<file path="config.mk">
export PLATFORM = sky130hd
export DESIGN_NAME = tangram_piece_ctrl
export DESIGN_NICKNAME = d
export VERILOG_FILES = /design/src/rtl/tangram_pkg.sv /design/src/rtl/btn_debounce.sv /design/src/rtl/tangram_piece_ctrl.sv
export SDC_FILE = /design/constraint.sdc
export NUM_CORES = 1
export LEC_CHECK = 0
export ABC_AREA = 1
export CORE_AREA = 4 4 228 230
export DETAILED_ROUTE_END_ITERATION = 6
export DIE_AREA = 0 0 232 234
export PLACE_DENSITY = 0.68
export SKIP_LAST_GASP = 1
export SLEW_MARGIN = 15
export SYNTH_ARGS = -nofsm -noshare
export SYNTH_HDL_FRONTEND = slang
export SYNTH_SLANG_ARGS = --single-unit
export TNS_END_PERCENT = 50
</file>
<file path="constraint.sdc">
create_clock -name clk_40m -period 5 [get_ports clk_40m]
set_input_delay 1.25 -clock clk_40m [delete_from_list [all_inputs] [get_ports clk_40m]]
set_output_delay 1.25 -clock clk_40m [all_outputs]
set_load 0.01 [all_outputs]
</file>
<file path="src/rtl/tangram_pkg.sv">
// Shared constants, types and helpers for the tangram piece controller.
// Button indices, FSM states, initial piece placement, coordinate stepping.
package tangram_pkg;

    localparam int COORD_W = 11;
    localparam int DIR_W   = 2;
    localparam int NUM_BTN = 6;

    localparam int BTN_UP    = 0;
    localparam int BTN_DOWN  = 1;
    localparam int BTN_LEFT  = 2;
    localparam int BTN_RIGHT = 3;
    localparam int BTN_ROT   = 4;
    localparam int BTN_SEL   = 5;

    typedef enum logic [1:0] {
        ST_IDLE    = 2'd0,
        ST_APPLY   = 2'd1,
        ST_ADVANCE = 2'd2
    } state_e;

    localparam logic [COORD_W-1:0] INIT_PX [7] = '{
        11'd100, 11'd200, 11'd300, 11'd400, 11'd500, 11'd600, 11'd795
    };
    localparam logic [COORD_W-1:0] INIT_PY [7] = '{
        11'd300, 11'd5, 11'd300, 11'd300, 11'd300, 11'd300, 11'd300
    };

    // One axis step with clamping; opposing requests cancel.
    // Done in int so a decrement below lo can never wrap.
    function automatic logic [COORD_W-1:0] step_coord(
        input logic [COORD_W-1:0] cur,
        input logic               dec,
        input logic               inc,
        input int                 lo,
        input int                 hi,
        input int                 step
    );
        int c;
        c = int'(cur);
        if (dec && !inc) begin
            return (c < lo + step) ? COORD_W'(lo) : COORD_W'(c - step);
        end
        if (inc && !dec) begin
            return (c + step > hi) ? COORD_W'(hi) : COORD_W'(c + step);
        end
        return cur;
    endfunction

endpackage

</file>
<file path="src/rtl/btn_debounce.sv">
// Single-button 2-flop synchroniser plus stability-counter debouncer.
// Ports: clk, rst (sync, high), btn_raw in; stable level and rise pulse out.
module btn_debounce #(
    parameter int DEBOUNCE_CYCLES = 400000
) (
    input  logic clk,
    input  logic rst,
    input  logic btn_raw,
    output logic stable,
    output logic rise
);

    localparam int CNT_W = (DEBOUNCE_CYCLES > 1) ? $clog2(DEBOUNCE_CYCLES) : 1;
    localparam logic [CNT_W-1:0] CNT_LAST = CNT_W'(DEBOUNCE_CYCLES - 1);

    logic             s1_q, s2_q;
    logic             stable_q, stable_d;
    logic             rise_q, rise_d;
    logic [CNT_W-1:0] cnt_q, cnt_d;

    always_comb begin
        cnt_d    = '0;
        stable_d = stable_q;
        rise_d   = 1'b0;
        if (s2_q != stable_q) begin
            if (cnt_q == CNT_LAST) begin
                stable_d = s2_q;
                rise_d   = s2_q;
            end else begin
                cnt_d = cnt_q + CNT_W'(1);
            end
        end
    end

    always_ff @(posedge clk) begin
        if (rst) begin
            s1_q     <= 1'b0;
            s2_q     <= 1'b0;
            stable_q <= 1'b0;
            rise_q   <= 1'b0;
            cnt_q    <= '0;
        end else begin
            s1_q     <= btn_raw;
            s2_q     <= s1_q;
            stable_q <= stable_d;
            rise_q   <= rise_d;
            cnt_q    <= cnt_d;
        end
    end

    assign stable = stable_q;
    assign rise   = rise_q;

endmodule

</file>
<file path="src/rtl/tangram_piece_ctrl.sv">
// Debounced button control of seven tangram pieces, committed on frame tick.
// Ports: clk_40m, rst, btn[5:0], frame_tick in; sel, px/py/toward buses, busy out.
module tangram_piece_ctrl
    import tangram_pkg::*;
#(
    parameter int NUM_PIECES      = 7,
    parameter int DEBOUNCE_CYCLES = 400000,
    parameter int STEP            = 10,
    parameter int X_MIN           = 0,
    parameter int X_MAX           = 799,
    parameter int Y_MIN           = 0,
    parameter int Y_MAX           = 599
) (
    input  logic                          clk_40m,
    input  logic                          rst,
    input  logic [NUM_BTN-1:0]            btn,
    input  logic                          frame_tick,
    output logic [2:0]                    sel,
    output logic [NUM_PIECES*COORD_W-1:0] px_bus,
    output logic [NUM_PIECES*COORD_W-1:0] py_bus,
    output logic [NUM_PIECES*DIR_W-1:0]   toward_bus,
    output logic                          busy
);

    logic [NUM_BTN-1:0] lvl;
    logic [NUM_BTN-1:0] rise;
    logic [NUM_BTN-1:0] press_ev;

    for (genvar g = 0; g < NUM_BTN; g++) begin : g_db
        btn_debounce #(
            .DEBOUNCE_CYCLES(DEBOUNCE_CYCLES)
        ) u_db (
            .clk     (clk_40m),
            .rst     (rst),
            .btn_raw (btn[g]),
            .stable  (lvl[g]),
            .rise    (rise[g])
        );
    end

    // Rise pulse coincides with the new high level; the AND is a cheap
    // guard that an event is only taken while the level is still held.
    assign press_ev = rise & lvl;

    state_e               state_q, state_d;
    logic [NUM_BTN-1:0]   pend_q, pend_d;
    logic [2:0]           sel_q, sel_d;
    logic                 busy_q, busy_d;
    logic [COORD_W-1:0]   px_q [NUM_PIECES];
    logic [COORD_W-1:0]   px_d [NUM_PIECES];
    logic [COORD_W-1:0]   py_q [NUM_PIECES];
    logic [COORD_W-1:0]   py_d [NUM_PIECES];
    logic [DIR_W-1:0]     tw_q [NUM_PIECES];
    logic [DIR_W-1:0]     tw_d [NUM_PIECES];

    always_comb begin
        state_d = state_q;
        pend_d  = pend_q | press_ev;
        sel_d   = sel_q;
        px_d    = px_q;
        py_d    = py_q;
        tw_d    = tw_q;
        unique case (state_q)
            ST_IDLE: begin
                if (frame_tick && (|pend_q)) begin
                    state_d = ST_APPLY;
                end
            end
            ST_APPLY: begin
                for (int i = 0; i < NUM_PIECES; i++) begin
                    if (sel_q == 3'(i)) begin
                        px_d[i] = step_coord(px_q[i], pend_q[BTN_LEFT],
                                             pend_q[BTN_RIGHT], X_MIN, X_MAX, STEP);
                        py_d[i] = step_coord(py_q[i], pend_q[BTN_UP],
                                             pend_q[BTN_DOWN], Y_MIN, Y_MAX, STEP);
                        if (pend_q[BTN_ROT]) begin
                            tw_d[i] = tw_q[i] + DIR_W'(1);
                        end
                    end
                end
                // Consumed flags clear, but a fresh press this cycle wins.
                pend_d[BTN_ROT:BTN_UP] = press_ev[BTN_ROT:BTN_UP];
                state_d = ST_ADVANCE;
            end
            ST_ADVANCE: begin
                if (pend_q[BTN_SEL]) begin
                    sel_d = (sel_q == 3'(NUM_PIECES - 1)) ? 3'd0 : sel_q + 3'd1;
                    pend_d[BTN_SEL] = press_ev[BTN_SEL];
                end
                state_d = ST_IDLE;
            end
            default: begin
                state_d = ST_IDLE;
            end
        endcase
        busy_d = (state_d != ST_IDLE);
    end

    always_ff @(posedge clk_40m) begin
        if (rst) begin
            state_q <= ST_IDLE;
            pend_q  <= '0;
            sel_q   <= '0;
            busy_q  <= 1'b0;
            for (int i = 0; i < NUM_PIECES; i++) begin
                px_q[i] <= INIT_PX[i % $size(INIT_PX)];
                py_q[i] <= INIT_PY[i % $size(INIT_PY)];
                tw_q[i] <= '0;
            end
        end else begin
            state_q <= state_d;
            pend_q  <= pend_d;
            sel_q   <= sel_d;
            busy_q  <= busy_d;
            px_q    <= px_d;
            py_q    <= py_d;
            tw_q    <= tw_d;
        end
    end

    always_comb begin
        px_bus     = '0;
        py_bus     = '0;
        toward_bus = '0;
        for (int i = 0; i < NUM_PIECES; i++) begin
            px_bus[COORD_W*i +: COORD_W]   = px_q[i];
            py_bus[COORD_W*i +: COORD_W]   = py_q[i];
            toward_bus[DIR_W*i +: DIR_W]   = tw_q[i];
        end
    end

    assign sel  = sel_q;
    assign busy = busy_q;

endmodule

</file>
==> results.md <==
* Status: finished, final reports clean
* Critical path buffers and inverters at 3
* Die footprint at 54300 µm²
* Fraction of registers with async set or reset after synthesis at 0%
* Synth top area share at 32.1%
* Clk Tree Root Cell: clkbuf_16
* Clock Skew at 17.5 ps
* Leading area contributor after synthesis: dfxtp_1
* CTS Buffer Depth at 3
* Critical path cell sequence: inv_1 -> ha_1 -> inv_1 -> nor2_4 -> clkinv_1 -> nand2_1 -> o21ai_0 -> o21bai_1 -> nand2_1 -> nand2_1
* Final setup TNS at 0 ps
* Die width at 232 µm
* # IOs at 181
* Startpoint types: flop
* Crit-path max cell delay at 750 ps
* CTS sink count at 318
* P&R area growth vs syn at 18.0%
* CP Class: flop to flop
* Core footprint at roughly 50000 µm²
* Slew HR at approximately a third
* Initial core utilization at 39.8%
* Largest net degree at the start of global routing at between 60 and 70
* Initial antenna violation count at 0
* Peak fanout along the critical path at 25
* RSZ-0062 raised after global routing: no
* Clk pin slew, worst setup/hold paths at 60 ps
* Placed insts at 3759
* Design Area, Final at 23400 µm²
* Fillers at 5140
* Nets at 3179
* Routed Antenna Nets at 0
* Die H at roughly 230 µm
* DR iter-0 viols at 1445
* Most area-consuming cells after synthesis: dfxtp_1 (32%), nand2_1 (13%), inv_1 (6.4%)
* Sequential area share after synthesis at between 30% and 40%
* First-pass GRT wire length at 87.5 mm
* Worst path most repeated cell: nand2_1
* PwrDens at around 240 nW/µm²
* Hold-fix buffers, CTS at 0
* Gate Count Post-Synth at 2995
* Port bufs at 180
* Layout cell share with drive strength beyond 1 at 7.58%
* Commonest cells post-synth: nand2_1 (676), inv_1 (341), dfxtp_1 (318)
* Setup crit end kind: flop
* CP max-delay cell: clkinv_1
* Total number of vias at a little under 20000
* Resized Gates After CTS at 0
* Cell Rows at 82
* Mean Syn Cell Area at 6.63 µm²
* Leak at roughly 9 nW
* Final critical-path share of the clock period at approximately 63%
* WL final at between 50 and 60 mm
* Maxcap violations at 0
* Max IR drop VDD at around 190 µV
* Yosys reg bits at around 320
* H-tree depth at 2
* Arrival @ worst endpoint at 3550 ps
* Total congestion overflow at 0
* TritonCTS clock tree: done
* Syn Nets at 3045
* Dpl cell area at 22100 µm²
* Yosys cell types at 61
* CTS buffer count at 40
* GRT Total Usage at 19.1%
* Skew-Pair Late Insertion Delay at ~550 ps
* Post-synth EDFFs at 0
* Fmax at 0.319 GHz
* Final setup viols at 0
* Synth warnings at 0
* Count leader, synth: nand2_1
* Via/cell ratio at 5.03
* Worst EP required at about 5400 ps
* DRC viols at 0
* Final Wtd Congestion at about 0.92
* First-pass detailed-route iteration total at 7
* Worst-Margin Slew at 984 ps
* Final std cells w/o fill at 3828
* Synth Cell Area at 19900 µm²
* # Post-CTS Setup Buffers at 0
* Min Tclk post-route at 3130 ps
* Hpwl dp at 38.3 mm
* Slew Limit Fails at 0
* Worst min path class: flop to flop
* Final hold vios at 0
* Delay-heaviest family, CP: simple AND/OR/NAND/NOR gates
* Top FF cell, synth: dfxtp_1
* Avg WL per Cell at ~14 µm
* Vias in the first global route at ~18000
## logic make-up (layout without fill, tap and decap cells)
family / after synthesis / after routing / share of synthesized area [%]
DFF: 318 / 318 / 32.1
buffers and inverters: 472 / 632 / 9.53
other: 0 / 1 / 0
adders and majority gates: 41 / 41 / 2.58
and+or+nand+nor: 1467 / 1467 / 33.9
AOI/OAI and AO/OA: 543 / 543 / 15.2
xor gates and xnor gates: 154 / 154 / 6.79
## per-layer routing
layer  up-vias  track usage (%)  part of all wire (%)
li1      10047                -                     -
met1      8676             26.5                    48
met2       456             30.8                    44
met3        82             3.36                   5.6
met4         0             4.93                   2.3
met5         -                0                     0
## tightest hold or removal path, delay by kind of cell, from the launching register on
family / cells / cell delay (ps)
AND/OR/NAND/NOR: 1 / 30
flip-flops: 1 / 290
buffers and inverters: 1 / 40
## cell type report
type	instances	area, µm²	share of cell area, %
Inverter	379	1430	6.08
Clock buffer	53	1130	4.83
Timing Repair Buffer	185	1840	7.84
Antenna cell	1	2.50	0.0107
Sequential cell	318	6370	27.2
Multi-Input combinational cell	2205	11600	49.5
Clock inverter	15	235	1.00
Tap cell	672	841	3.59
## sequential cells by signal (all words and copies together) (netlist names)
signal            count
py_bus               77
sel                   3
g_db.u_db.stable      6
pend_q                6
toward_bus           14
g_db.u_db.rise        6
px_bus               77
busy                  1
g_db.u_db.s1_q        6
g_db.u_db.cnt_q     114
g_db.u_db.s2_q        6
state_q               2
## path summary, 6_finish.rpt
check                         start                 to  slack (ps)  cells past startpoint
setup / recovery          pend_q[0]         py_bus[71]        1870                     10
hold / removal    g_db[5].u_db.s1_q  g_db[5].u_db.s2_q         410                      2
setup reg to reg          pend_q[0]         py_bus[71]        1870                     10
hold reg to reg   g_db[5].u_db.s1_q  g_db[5].u_db.s2_q         410                      2
## metrics by stage
step           hold WS [ps]  total power [W]  utilization [%]  setup WS (ps)
3_3_place_gp            392          0.00266             44.3           1620
6_report                411          0.00563             47.0           1870
3_5_place_dp            410          0.00266             44.3           1610
4_1_cts                 418          0.00572             47.0           1870
2_1_floorplan           388          0.00264                -           2700
5_1_grt                 446          0.00582             47.0           1500
## where the power goes
part	switching (W)	leakage (nW)	total, W	internal (W)
Sequential	0.00000388	2.57	0.00254	0.00254
Clock	0.00113	0.660	0.00302	0.00189
Combinational	0.0000468	5.93	0.0000612	0.0000144
Total	0.00118	9.15	0.00563	0.00445
## layout by cell type, fill, tap and decap left out, types with 19 or more instances in the layout
master           Yosys  routed
a21oi_1            219     219
o21ai_0            190     190
nand4_1             61      61
nor2_1             292     292
or2_2               23      23
inv_2               31      31
nand3_1            218     218
inv_1              341     340
xnor2_1             24      24
o21ai_1             34      34
clkbuf_16            0      41
xor2_1             130     130
nor3_1              58      58
ha_1                41      41
dfxtp_1            318     318
nand2_2             19      19
o211ai_1            20      20
clkdlybuf4s50_1      0     179
nand2_1            676     676
nor2_2              21      21
Note: power is estimated with default switching activity, not from simulation.
